**config.mk**
```make
export PLATFORM = sky130hd
export DESIGN_NAME = mon_sel_mux_n
export DESIGN_NICKNAME = d
export VERILOG_FILES = /design/src/rtl/mon_sel_mux_n.sv
export SDC_FILE = /design/constraint.sdc
export NUM_CORES = 1
export LEC_CHECK = 0
export CAP_MARGIN = 20
export CELL_PAD_IN_SITES_DETAIL_PLACEMENT = 1
export CELL_PAD_IN_SITES_GLOBAL_PLACEMENT = 1
export CORE_MARGIN = 3
export CORE_UTILIZATION = 28
export CTS_CLUSTER_DIAMETER = 200
export DETAILED_ROUTE_END_ITERATION = 12
export HOLD_SLACK_MARGIN = 0.02
export PLACE_DENSITY = 0.79
export SLEW_MARGIN = 15
export SYNTH_ARGS = -nofsm -noshare
export SYNTH_HDL_FRONTEND = slang
export SYNTH_SLANG_ARGS = --single-unit
```
**constraint.sdc**
```tcl
create_clock -name clk -period 1.5 [get_ports clk]
set_clock_uncertainty 0.05 [all_clocks]
set_input_delay 0.45 -clock clk [delete_from_list [all_inputs] [get_ports clk]]
set_output_delay 0.45 -clock clk [all_outputs]
set_load 0.03 [all_outputs]
```
**src/rtl/mon_sel_mux_n.sv**
```systemverilog
// Trace mux: forwards one core's trace stream to a monitor and switches cores only at packet boundaries, then blanks the outputs.
// Optional `MON_SEL_RR_EN adds an auto_rr input that rotates to the next core at each boundary.
//
// state  | meaning
// IDLE   | selected core between packets; a pending switch starts at once
// BUSY   | selected core inside a packet; waits for pkt_done/reset_seq or timeout
// SWITCH | outputs blanked for BLANK_CYCLES, cur_sel updated on the last one
module mon_sel_mux_n #(
    parameter int N_CORES        = 4,
    parameter int SEL_W          = 2,
    parameter int HASH_W         = 4,
    parameter int BLANK_CYCLES   = 2,
    parameter int SWITCH_TIMEOUT = 256,
    parameter int RESET_SEL      = 0
) (
    input  logic                      clk,
    input  logic                      reset,
`ifdef MON_SEL_RR_EN
    input  logic                      auto_rr,
`endif
    input  logic [SEL_W-1:0]          sel_req,
    input  logic                      sel_req_valid,
    input  logic [N_CORES*HASH_W-1:0] hash_in,
    input  logic [N_CORES-1:0]        new_inst_in,
    input  logic [N_CORES-1:0]        proc_reset_seq_in,
    input  logic [N_CORES-1:0]        pkt_done_in,
    input  logic [N_CORES-1:0]        irq_in,
    output logic [HASH_W-1:0]         hash_out,
    output logic                      new_inst_out,
    output logic                      proc_reset_seq_out,
    output logic                      pkt_done_out,
    output logic                      irq_out,
    output logic [SEL_W-1:0]          cur_sel,
    output logic                      switch_pending,
    output logic                      sel_err,
    output logic                      timeout_evt
);

    typedef enum logic [1:0] {
        ST_IDLE   = 2'd0,
        ST_BUSY   = 2'd1,
        ST_SWITCH = 2'd2
    } state_t;

    localparam int WAIT_W  = (SWITCH_TIMEOUT > 1) ? $clog2(SWITCH_TIMEOUT + 1) : 1;
    localparam int BLANK_W = (BLANK_CYCLES > 1) ? $clog2(BLANK_CYCLES) : 1;

    localparam logic [SEL_W:0]     N_CORES_X   = (SEL_W + 1)'(N_CORES);
    localparam logic [SEL_W-1:0]   RESET_SEL_C = SEL_W'(RESET_SEL);
    localparam logic [WAIT_W-1:0]  WAIT_LAST   = WAIT_W'(SWITCH_TIMEOUT - 1);
    localparam logic [BLANK_W-1:0] BLANK_LOAD  = BLANK_W'(BLANK_CYCLES - 1);

    state_t              state_q, state_d;
    logic [SEL_W-1:0]    cur_sel_q, cur_sel_d;
    logic [SEL_W-1:0]    pending_sel_q, pending_sel_d;
    logic [WAIT_W-1:0]   wait_cnt_q, wait_cnt_d;
    logic [BLANK_W-1:0]  blank_cnt_q, blank_cnt_d;
    logic                sel_err_q, sel_err_d;
    logic                timeout_evt_q, timeout_evt_d;
    logic [HASH_W-1:0]   hash_q, hash_d;
    logic                new_inst_q, new_inst_d;
    logic                reset_seq_q, reset_seq_d;
    logic                pkt_done_q, pkt_done_d;
    logic                irq_q, irq_d;

    logic [HASH_W-1:0]   sel_hash;
    logic                sel_new_inst;
    logic                sel_reset_seq;
    logic                sel_pkt_done;
    logic                sel_irq;
    logic                req_ok;
    logic                boundary;
    logic                want_switch;
    logic [SEL_W-1:0]    target;

    always_comb begin
        sel_hash      = '0;
        sel_new_inst  = 1'b0;
        sel_reset_seq = 1'b0;
        sel_pkt_done  = 1'b0;
        sel_irq       = 1'b0;
        for (int i = 0; i < N_CORES; i++) begin
            if (cur_sel_q == SEL_W'(i)) begin
                sel_hash      = hash_in[i*HASH_W +: HASH_W];
                sel_new_inst  = new_inst_in[i];
                sel_reset_seq = proc_reset_seq_in[i];
                sel_pkt_done  = pkt_done_in[i];
                sel_irq       = irq_in[i];
            end
        end
    end

    // A same-cycle request already counts as the target for this cycle's decision.
    always_comb begin
        req_ok   = sel_req_valid && ({1'b0, sel_req} < N_CORES_X);
        boundary = sel_pkt_done | sel_reset_seq;
        target   = req_ok ? sel_req : pending_sel_q;
`ifdef MON_SEL_RR_EN
        if ((state_q == ST_BUSY) && boundary && auto_rr && !req_ok &&
            (pending_sel_q == cur_sel_q)) begin
            target = (cur_sel_q == SEL_W'(N_CORES - 1)) ? '0 : cur_sel_q + SEL_W'(1);
        end
`endif
        want_switch = (target != cur_sel_q);
    end

    always_comb begin
        state_d       = state_q;
        cur_sel_d     = cur_sel_q;
        pending_sel_d = target;
        wait_cnt_d    = '0;
        blank_cnt_d   = BLANK_LOAD;
        sel_err_d     = sel_err_q | (sel_req_valid & ~req_ok);
        timeout_evt_d = 1'b0;
        hash_d        = sel_hash;
        new_inst_d    = sel_new_inst;
        reset_seq_d   = sel_reset_seq;
        pkt_done_d    = sel_pkt_done;
        irq_d         = sel_irq;

        case (state_q)
            ST_IDLE: begin
                if (sel_new_inst) begin
                    state_d = ST_BUSY;
                end else if (want_switch) begin
                    state_d = ST_SWITCH;
                end
            end
            ST_BUSY: begin
                if (boundary) begin
                    state_d = want_switch ? ST_SWITCH : ST_IDLE;
                end else if ((SWITCH_TIMEOUT != 0) && (pending_sel_q != cur_sel_q)) begin
                    if ((wait_cnt_q == WAIT_LAST) && want_switch) begin
                        state_d       = ST_SWITCH;
                        timeout_evt_d = 1'b1;
                    end else begin
                        wait_cnt_d = wait_cnt_q + WAIT_W'(1);
                    end
                end
            end
            ST_SWITCH: begin
                hash_d      = '0;
                new_inst_d  = 1'b0;
                reset_seq_d = 1'b0;
                pkt_done_d  = 1'b0;
                irq_d       = 1'b0;
                if (blank_cnt_q == '0) begin
                    cur_sel_d = target;
                    state_d   = ST_IDLE;
                end else begin
                    blank_cnt_d = blank_cnt_q - BLANK_W'(1);
                end
            end
            default: state_d = ST_IDLE;
        endcase
    end

    always_ff @(posedge clk) begin
        if (reset) begin
            state_q       <= ST_IDLE;
            cur_sel_q     <= RESET_SEL_C;
            pending_sel_q <= RESET_SEL_C;
            wait_cnt_q    <= '0;
            blank_cnt_q   <= '0;
            sel_err_q     <= 1'b0;
            timeout_evt_q <= 1'b0;
            hash_q        <= '0;
            new_inst_q    <= 1'b0;
            reset_seq_q   <= 1'b0;
            pkt_done_q    <= 1'b0;
            irq_q         <= 1'b0;
        end else begin
            state_q       <= state_d;
            cur_sel_q     <= cur_sel_d;
            pending_sel_q <= pending_sel_d;
            wait_cnt_q    <= wait_cnt_d;
            blank_cnt_q   <= blank_cnt_d;
            sel_err_q     <= sel_err_d;
            timeout_evt_q <= timeout_evt_d;
            hash_q        <= hash_d;
            new_inst_q    <= new_inst_d;
            reset_seq_q   <= reset_seq_d;
            pkt_done_q    <= pkt_done_d;
            irq_q         <= irq_d;
        end
    end

    assign hash_out           = hash_q;
    assign new_inst_out       = new_inst_q;
    assign proc_reset_seq_out = reset_seq_q;
    assign pkt_done_out       = pkt_done_q;
    assign irq_out            = irq_q;
    assign cur_sel            = cur_sel_q;
    assign switch_pending     = (pending_sel_q != cur_sel_q);
    assign sel_err            = sel_err_q;
    assign timeout_evt        = timeout_evt_q;

endmodule

```
======== Word level (Yosys, flattened, before mapping) ========
Index checks and enable logic that the tools add are counted.
word-level totals
  bits in writable memories ............... 0
  word-level logic and storage cells ...... 69
  bits in read-only memories .............. 0
  output and inout port bits .............. 13
  input port bits ......................... 37
  register bits after elaboration ......... 25
  bits in latches ......................... 0
  memories ................................ 0
operators by class
  div/mod/pow operators ................... 0
  magnitude comparators ................... 0
  bitwise gates (word level) .............. 4
  multiply operators ...................... 0
  mux-type cells .......................... 32
  equality and inequality tests ........... 12
  shifts and indexed selects .............. 0
  reduce and logical (&&, ||, !) cells .... 8
  add/subtract/negate cells ............... 2
operator list
  operator                                                         count
  1-bit 2-to-1 mux                                                 19
  2-bit 2-to-1 mux                                                 8
  4-bit 2-to-1 mux                                                 4
  9-bit by 1-bit adder with 9-bit output, second input constant    1
  9-bit by 8-bit == test with 1-bit output, second input constant  1
  3-bit inequality test, second input constant                     3
  2-bit == test, second input constant                             3
  2-bit case mux with 3 select lines                               1
  5-bit OR reduction                                               1
  2-bit by 1-bit == test with 1-bit output, second input constant  2
  2-bit logical NOT                                                2
  2-bit inequality test                                            2
  4-bit AND reduction                                              1
  4-bit OR reduction                                               1
  1-bit NOT                                                        3
  2-bit inequality test, second input constant                     1
  2-bit AND reduction                                              1
  2-bit OR reduction                                               1
  1-bit logical AND                                                1
  1-bit OR                                                         1
  1-bit subtractor, second input constant                          1

======== Longest topological paths before layout ========
  word-level depth ........................ 8
  depth in mapped cells ................... 8
  gate-level depth less buffers ........... 8

======== Worst setup path before layout ========
No wires, ideal clock.
  kind .................................... reg2reg
  start point ............................. reg cur_sel_q[0], in the netlist cur_sel[0]
  end point ............................... reg state_q[1]
  setup time .............................. 0.072 ns
  cell stages (with the launch flop) ...... 5
  setup slack ............................. -0.302 ns
  buffers on the path ..................... 0
  data arrival time ....................... 1.680 ns
  required time ........................... 1.378 ns
  period minus slack after synthesis ...... 1.802 ns
  cell sequence ........................... dfxtp_1 > mux4_2 > nor2b_4 > a211o_1 > a2bb2oi_1
between the ends
  word-level cells in the longest chain between the ends .. 8
  elaborated cells between the ends (all ways) .. 28
  classes of those cells .................. eq/ne (8); mux (16); bitwise (1); reduce/logical (3)
RTL lines
  item                                                                                               line  RTL
  start, declared                                                                                    54    logic [SEL_W-1:0] cur_sel_q, cur_sel_d;
  start signal, assigned                                                                             174   cur_sel_q <= cur_sel_d;
  2-bit logical NOT                                                                                  83    if (cur_sel_q == SEL_W'(i)) begin
  1-bit 2-to-1 mux (4 in a row)                                                                      83
  1-bit OR                                                                                           96    boundary = sel_pkt_done | sel_reset_seq;
  3-bit inequality test (no source line) / 2-bit 2-to-1 mux (equally long branches)                  -
  4-bit AND reduction (no source line) / 2-bit case mux with 3 select lines (equally long branches)  -
  end signal, assigned                                                                               173   state_q <= state_d;
  end, declared                                                                                      53    state_t state_q, state_d;
Parallel ways exist; a longest one is shown, timed or not.
A chain may end at the register's enable or synchronous reset.

======== Worst setup path in the final report ========
Ends and elaborated chain as after synthesis.

==> flow_summary.html <==
<table>
<tr><th>Metric</th><th>Value</th></tr>
<tr><th colspan="2">Outcome</th></tr>
<tr><td>Run status</td><td>complete, but fails checks</td></tr>
<tr><td>Violations in the final reports</td><td>negative setup slack</td></tr>
<tr><th colspan="2">Die</th></tr>
<tr><td>Floorplan die height</td><td>between 70 and 80 um</td></tr>
<tr><td>Number of rows in the core area</td><td>23</td></tr>
<tr><td>Overall die area</td><td>approximately 0.0051 mm^2</td></tr>
<tr><td>Starting utilization of the core area</td><td>slightly below 30%</td></tr>
<tr><td>Area of the core region</td><td>~0.0041 mm^2</td></tr>
<tr><td>Die Wd</td><td>~70 um</td></tr>
<tr><td>Top-level I/O count</td><td>50</td></tr>
<tr><th colspan="2">Synthesis</th></tr>
<tr><td>Register bit count reported by yosys</td><td>25</td></tr>
<tr><td>Leading cell types by count after synthesis</td><td>sky130_fd_sc_hd__dfxtp_1 (25), sky130_fd_sc_hd__nor2_1 (22), sky130_fd_sc_hd__a21oi_1 (7), sky130_fd_sc_hd__nor2b_1 (7), sky130_fd_sc_hd__xnor2_1 (7)</td></tr>
<tr><td>Cells taking the most area after synthesis</td><td>sky130_fd_sc_hd__dfxtp_1 (42%), sky130_fd_sc_hd__mux4_2 (11%), sky130_fd_sc_hd__nor2_1 (6.9%), sky130_fd_sc_hd__xnor2_1 (5.1%), sky130_fd_sc_hd__nor2b_1 (3.6%)</td></tr>
<tr><td>Count of unique library cells instantiated by Yosys</td><td>31</td></tr>
<tr><td>Average instance area after synthesis</td><td>between 9 and 10 um^2</td></tr>
<tr><td>Asr flop ratio synth</td><td>0%</td></tr>
<tr><td>Net count after synthesis</td><td>160</td></tr>
<tr><td>Top cell type's share of synthesized area</td><td>between 40% and 50%</td></tr>
<tr><td>Seq/Total Area, Yosys</td><td>between 40% and 50%</td></tr>
<tr><td>Number of flops mapped to enable cells by yosys</td><td>0</td></tr>
<tr><td>Main flop type after synthesis</td><td>sky130_fd_sc_hd__dfxtp_1</td></tr>
<tr><td>Top cell type by total area after synthesis</td><td>sky130_fd_sc_hd__dfxtp_1</td></tr>
<tr><td>Post-synthesis cell count</td><td>121</td></tr>
<tr><td>Count of yosys warnings during synthesis</td><td>0</td></tr>
<tr><td>Cell with the most instances after synthesis</td><td>sky130_fd_sc_hd__dfxtp_1</td></tr>
<tr><td>Area of the mapped netlist</td><td>0.00120 mm^2</td></tr>
<tr><th colspan="2">GRT</th></tr>
<tr><td>Total overflow reported by the global router</td><td>0</td></tr>
<tr><td>Wire length of the first global-routing pass</td><td>between 7 and 8 mm</td></tr>
<tr><td>Aggregate global-route resource usage</td><td>19.6%</td></tr>
<tr><td>Antenna violations before repair</td><td>0</td></tr>
<tr><td>Via count of the first global-routing pass</td><td>1444</td></tr>
<tr><td>Maximum number of pins on one net before global-route repair</td><td>14</td></tr>
<tr><th colspan="2">Power and ir drop</th></tr>
<tr><td>Total power density per cell area</td><td>between 1000 and 1500 mW/mm^2</td></tr>
<tr><td>IR Drop Worst-Case VDD</td><td>roughly 0.70 mV</td></tr>
<tr><td>Power after layout</td><td>roughly 2.6 mW</td></tr>
<tr><td>Leakage Power</td><td>a little under 0.9 nW</td></tr>
<tr><th colspan="2">Final layout</th></tr>
<tr><td>Number of filler cells placed in the layout</td><td>~430</td></tr>
<tr><td>Cell area after layout</td><td>about 0.0023 mm^2</td></tr>
<tr><td>Layout Utilization</td><td>between 50% and 60%</td></tr>
<tr><td># diodes</td><td>0</td></tr>
<tr><td>Proportion of layout cells with a drive suffix above 1</td><td>approximately 47%</td></tr>
<tr><td># nets final</td><td>243</td></tr>
<tr><td>Layout Area Growth over Synthesis</td><td>95.4%</td></tr>
<tr><td>Area occupied by registers</td><td>a little over 500 um^2</td></tr>
<tr><td>Multi-input combinational cell area</td><td>around 940 um^2</td></tr>
<tr><th colspan="2">Routing</th></tr>
<tr><td>WL per Instance</td><td>approximately 19 um</td></tr>
<tr><td>DR iter-0 viols</td><td>32</td></tr>
<tr><td>Routed via count divided by cell count</td><td>just under 5</td></tr>
<tr><td>Via Count</td><td>~1200</td></tr>
<tr><td>Total DRC errors in the routed layout</td><td>0</td></tr>
<tr><td>Total iterations of the first detailed-routing run</td><td>4</td></tr>
<tr><td>Total length of routed wires</td><td>between 4 and 5 mm</td></tr>
<tr><td>Number of routed nets with antenna violations</td><td>0</td></tr>
<tr><th colspan="2">Timing</th></tr>
<tr><td>Hold_ws</td><td>472 ps</td></tr>
<tr><td>Post-route worst setup slack</td><td>-177 ps</td></tr>
<tr><td>Tmin final</td><td>around 1700 ps</td></tr>
<tr><td>Max-slew violation count</td><td>0</td></tr>
<tr><td>Total count of hold-check failures in the final report</td><td>0</td></tr>
<tr><td>Unrepaired setup endpoints after global routing</td><td>true</td></tr>
<tr><td>Max Clock Freq</td><td>around 600 MHz</td></tr>
<tr><td>Share of the cycle needed by the critical path after routing</td><td>112%</td></tr>
<tr><td>Final setup violation count</td><td>19</td></tr>
<tr><th colspan="2">Worst setup path</th></tr>
<tr><td>Worst Setup Start Kind</td><td>flip-flop</td></tr>
<tr><td>CP Capture Point</td><td>state_q[1]</td></tr>
<tr><td>CP endpoint kind</td><td>flip-flop</td></tr>
<tr><td>WS Path Type</td><td>reg -&gt; reg</td></tr>
<tr><td>Required time of the worst setup path</td><td>between 1500 and 2000 ps</td></tr>
<tr><td>Register-to-register setup slack</td><td>-180 ps</td></tr>
<tr><td>Critical path peak fanout</td><td>5</td></tr>
<tr><td>Arrival @ worst endpoint</td><td>approximately 1800 ps</td></tr>
<tr><td>Reg2Reg Depth</td><td>7</td></tr>
<tr><td>Capture instance of the worst register-to-register path</td><td>state_q[1]</td></tr>
<tr><td>Worst reg2reg startpoint</td><td>cur_sel[0]</td></tr>
<tr><td>Launch point of the critical path</td><td>cur_sel[0]</td></tr>
<tr><th colspan="2">Clock network</th></tr>
<tr><td>Largest buffer count on any clock path</td><td>2</td></tr>
<tr><td># H-tree levels</td><td>1</td></tr>
<tr><td>TritonCTS clock tree</td><td>done</td></tr>
<tr><td>Clock-pin slew on the worst setup and hold paths</td><td>around 90 ps</td></tr>
<tr><td>Clock latency of the later-clocked register in the worst-skew pair</td><td>270 ps</td></tr>
<tr><td>Clock root buffer</td><td>sky130_fd_sc_hd__clkbuf_8</td></tr>
<tr><td>Num Clock Sinks</td><td>25</td></tr>
<tr><td>Clock buffers created by TritonCTS</td><td>3</td></tr>
<tr><th colspan="2">Placed design</th></tr>
<tr><td>Gp weighted congestion</td><td>between 0.7 and 0.8</td></tr>
<tr><td>DP Wirelength</td><td>approximately 2.9 mm</td></tr>
<tr><td>Count of input and output buffers</td><td>48</td></tr>
<tr><td>Cell Area, Placed</td><td>~0.0018 mm^2</td></tr>
<tr><td>Placement-stage worst setup slack</td><td>-721 ps</td></tr>
<tr><th colspan="2">Min path</th></tr>
<tr><td>Hold crit path type</td><td>reg -&gt; reg</td></tr>
<tr><th colspan="2">Job</th></tr>
<tr><td>Max Cap Violations</td><td>0</td></tr>
</table>
## critical path, stage by stage (launching register included)
cell                        delay, ps
sky130_fd_sc_hd__dfxtp_4          380
sky130_fd_sc_hd__buf_6            120
sky130_fd_sc_hd__mux2_4           330
sky130_fd_sc_hd__o31ai_4          250
sky130_fd_sc_hd__buf_6            190
sky130_fd_sc_hd__buf_6            120
sky130_fd_sc_hd__a21oi_2           40
sky130_fd_sc_hd__a2bb2oi_2        140
## registers in the layout (all words and copies together) (netlist names), 2 cells and up
register	count
wait_cnt_q	9
state_q	2
pending_sel_q	2
hash_out	4
cur_sel	2
## kinds of logic (layout without fill, tap and decap cells)
| kind of cell | after synthesis | count (layout) | share of synthesized area, % |
|---|---|---|---|
| and+or+nand+nor | 47 | 48 | 19.4 |
| DFF | 25 | 25 | 41.7 |
| AOI/OAI and AO/OA | 15 | 15 | 9.06 |
| muxes | 12 | 12 | 16.5 |
| xor gates and xnor gates | 10 | 10 | 7.29 |
| buffers and inverters | 9 | 90 | 3.75 |
| adders and majority gates | 2 | 2 | 2.08 |
| other | 1 | 1 | 0.312 |
## repair_timing
item | 4_1_cts | 5_1_grt
gates cloned | 1 | 0
endpoints found under the setup margin | 20 | 26
buffers inserted | 15 | 3
gates resized for setup | 74 | 23
hold buffers | 0 | 0
pin swaps | 21 | 11
## cells in the final DEF, fill, tap and decap left out, drive strengths merged
cell type      synthesis  final
and3                   1      1
nand2                  6      6
mux2i                  4      4
nor2                  22     22
clkdlybuf4s50          0     25
dfxtp                 25     25
inv                    3      3
mux2                   2      2
nand3                  5      6
o31ai                  1      1
conb                   1      1
ha                     2      2
nor3                   1      1
clkdlybuf4s15          0      5
a21oi                  7      7
a2bb2oi                1      1
buf                    2     41
o211ai                 1      1
o21ai                  1      1
or2                    1      1
xor2                   3      3
a211o                  1      1
clkbuf                 4      5
dlygate4sd2            0     11
mux4                   6      6
and4                   1      1
nand4                  1      1
a211oi                 3      3
nor2b                  8      8
xnor2                  7      7
nor3b                  1      1
## area by class of cell
type                            instances  share of cell area [%]
Clock buffer                            4                    1.92
Inverter                                3                   0.480
Timing Repair Buffer                   83                    33.3
Tap cell                               50                    2.67
Sequential cell                        25                    21.8
Multi-Input combinational cell         88                    39.9
## power by group
part	switching (mW)	internal, mW	leakage (nW)	total, mW
logic	0.662	0.695	0.649	1.36
clock network	0.227	0.190	0.0228	0.417
registers	0.0925	0.765	0.208	0.858
total	0.981	1.65	0.879	2.63
## how the worst min path moves through the flow
stage               slack (ps)  depth (start not counted)       endpoint           from
floorplan                  350                          1  wait_cnt_q[0]  wait_cnt_q[0]
global placement           410                          1    blank_cnt_q    blank_cnt_q
detailed placement         410                          1    blank_cnt_q    blank_cnt_q
CTS                        440                          1    blank_cnt_q    blank_cnt_q
global route               510                          1    blank_cnt_q    blank_cnt_q
finish                     470                          1    blank_cnt_q    blank_cnt_q
## routing by layer
metal,vias up,global-route usage [%],routed length (um)
met5,-,0,0
met4,0,5.22,51
met3,6,3.37,192
met2,41,36.7,2630
met1,618,22.8,2010
li1,579,-,-
## stage by stage
step                      TNS, ps  instances
after floorplan             -25.6        121
after global placement      -7650        231
after detailed placement    -9670        231
after CTS                    -995        250
after global routing        -2980        253
final                       -1790        253
Power figures use the tool's default switching activity.
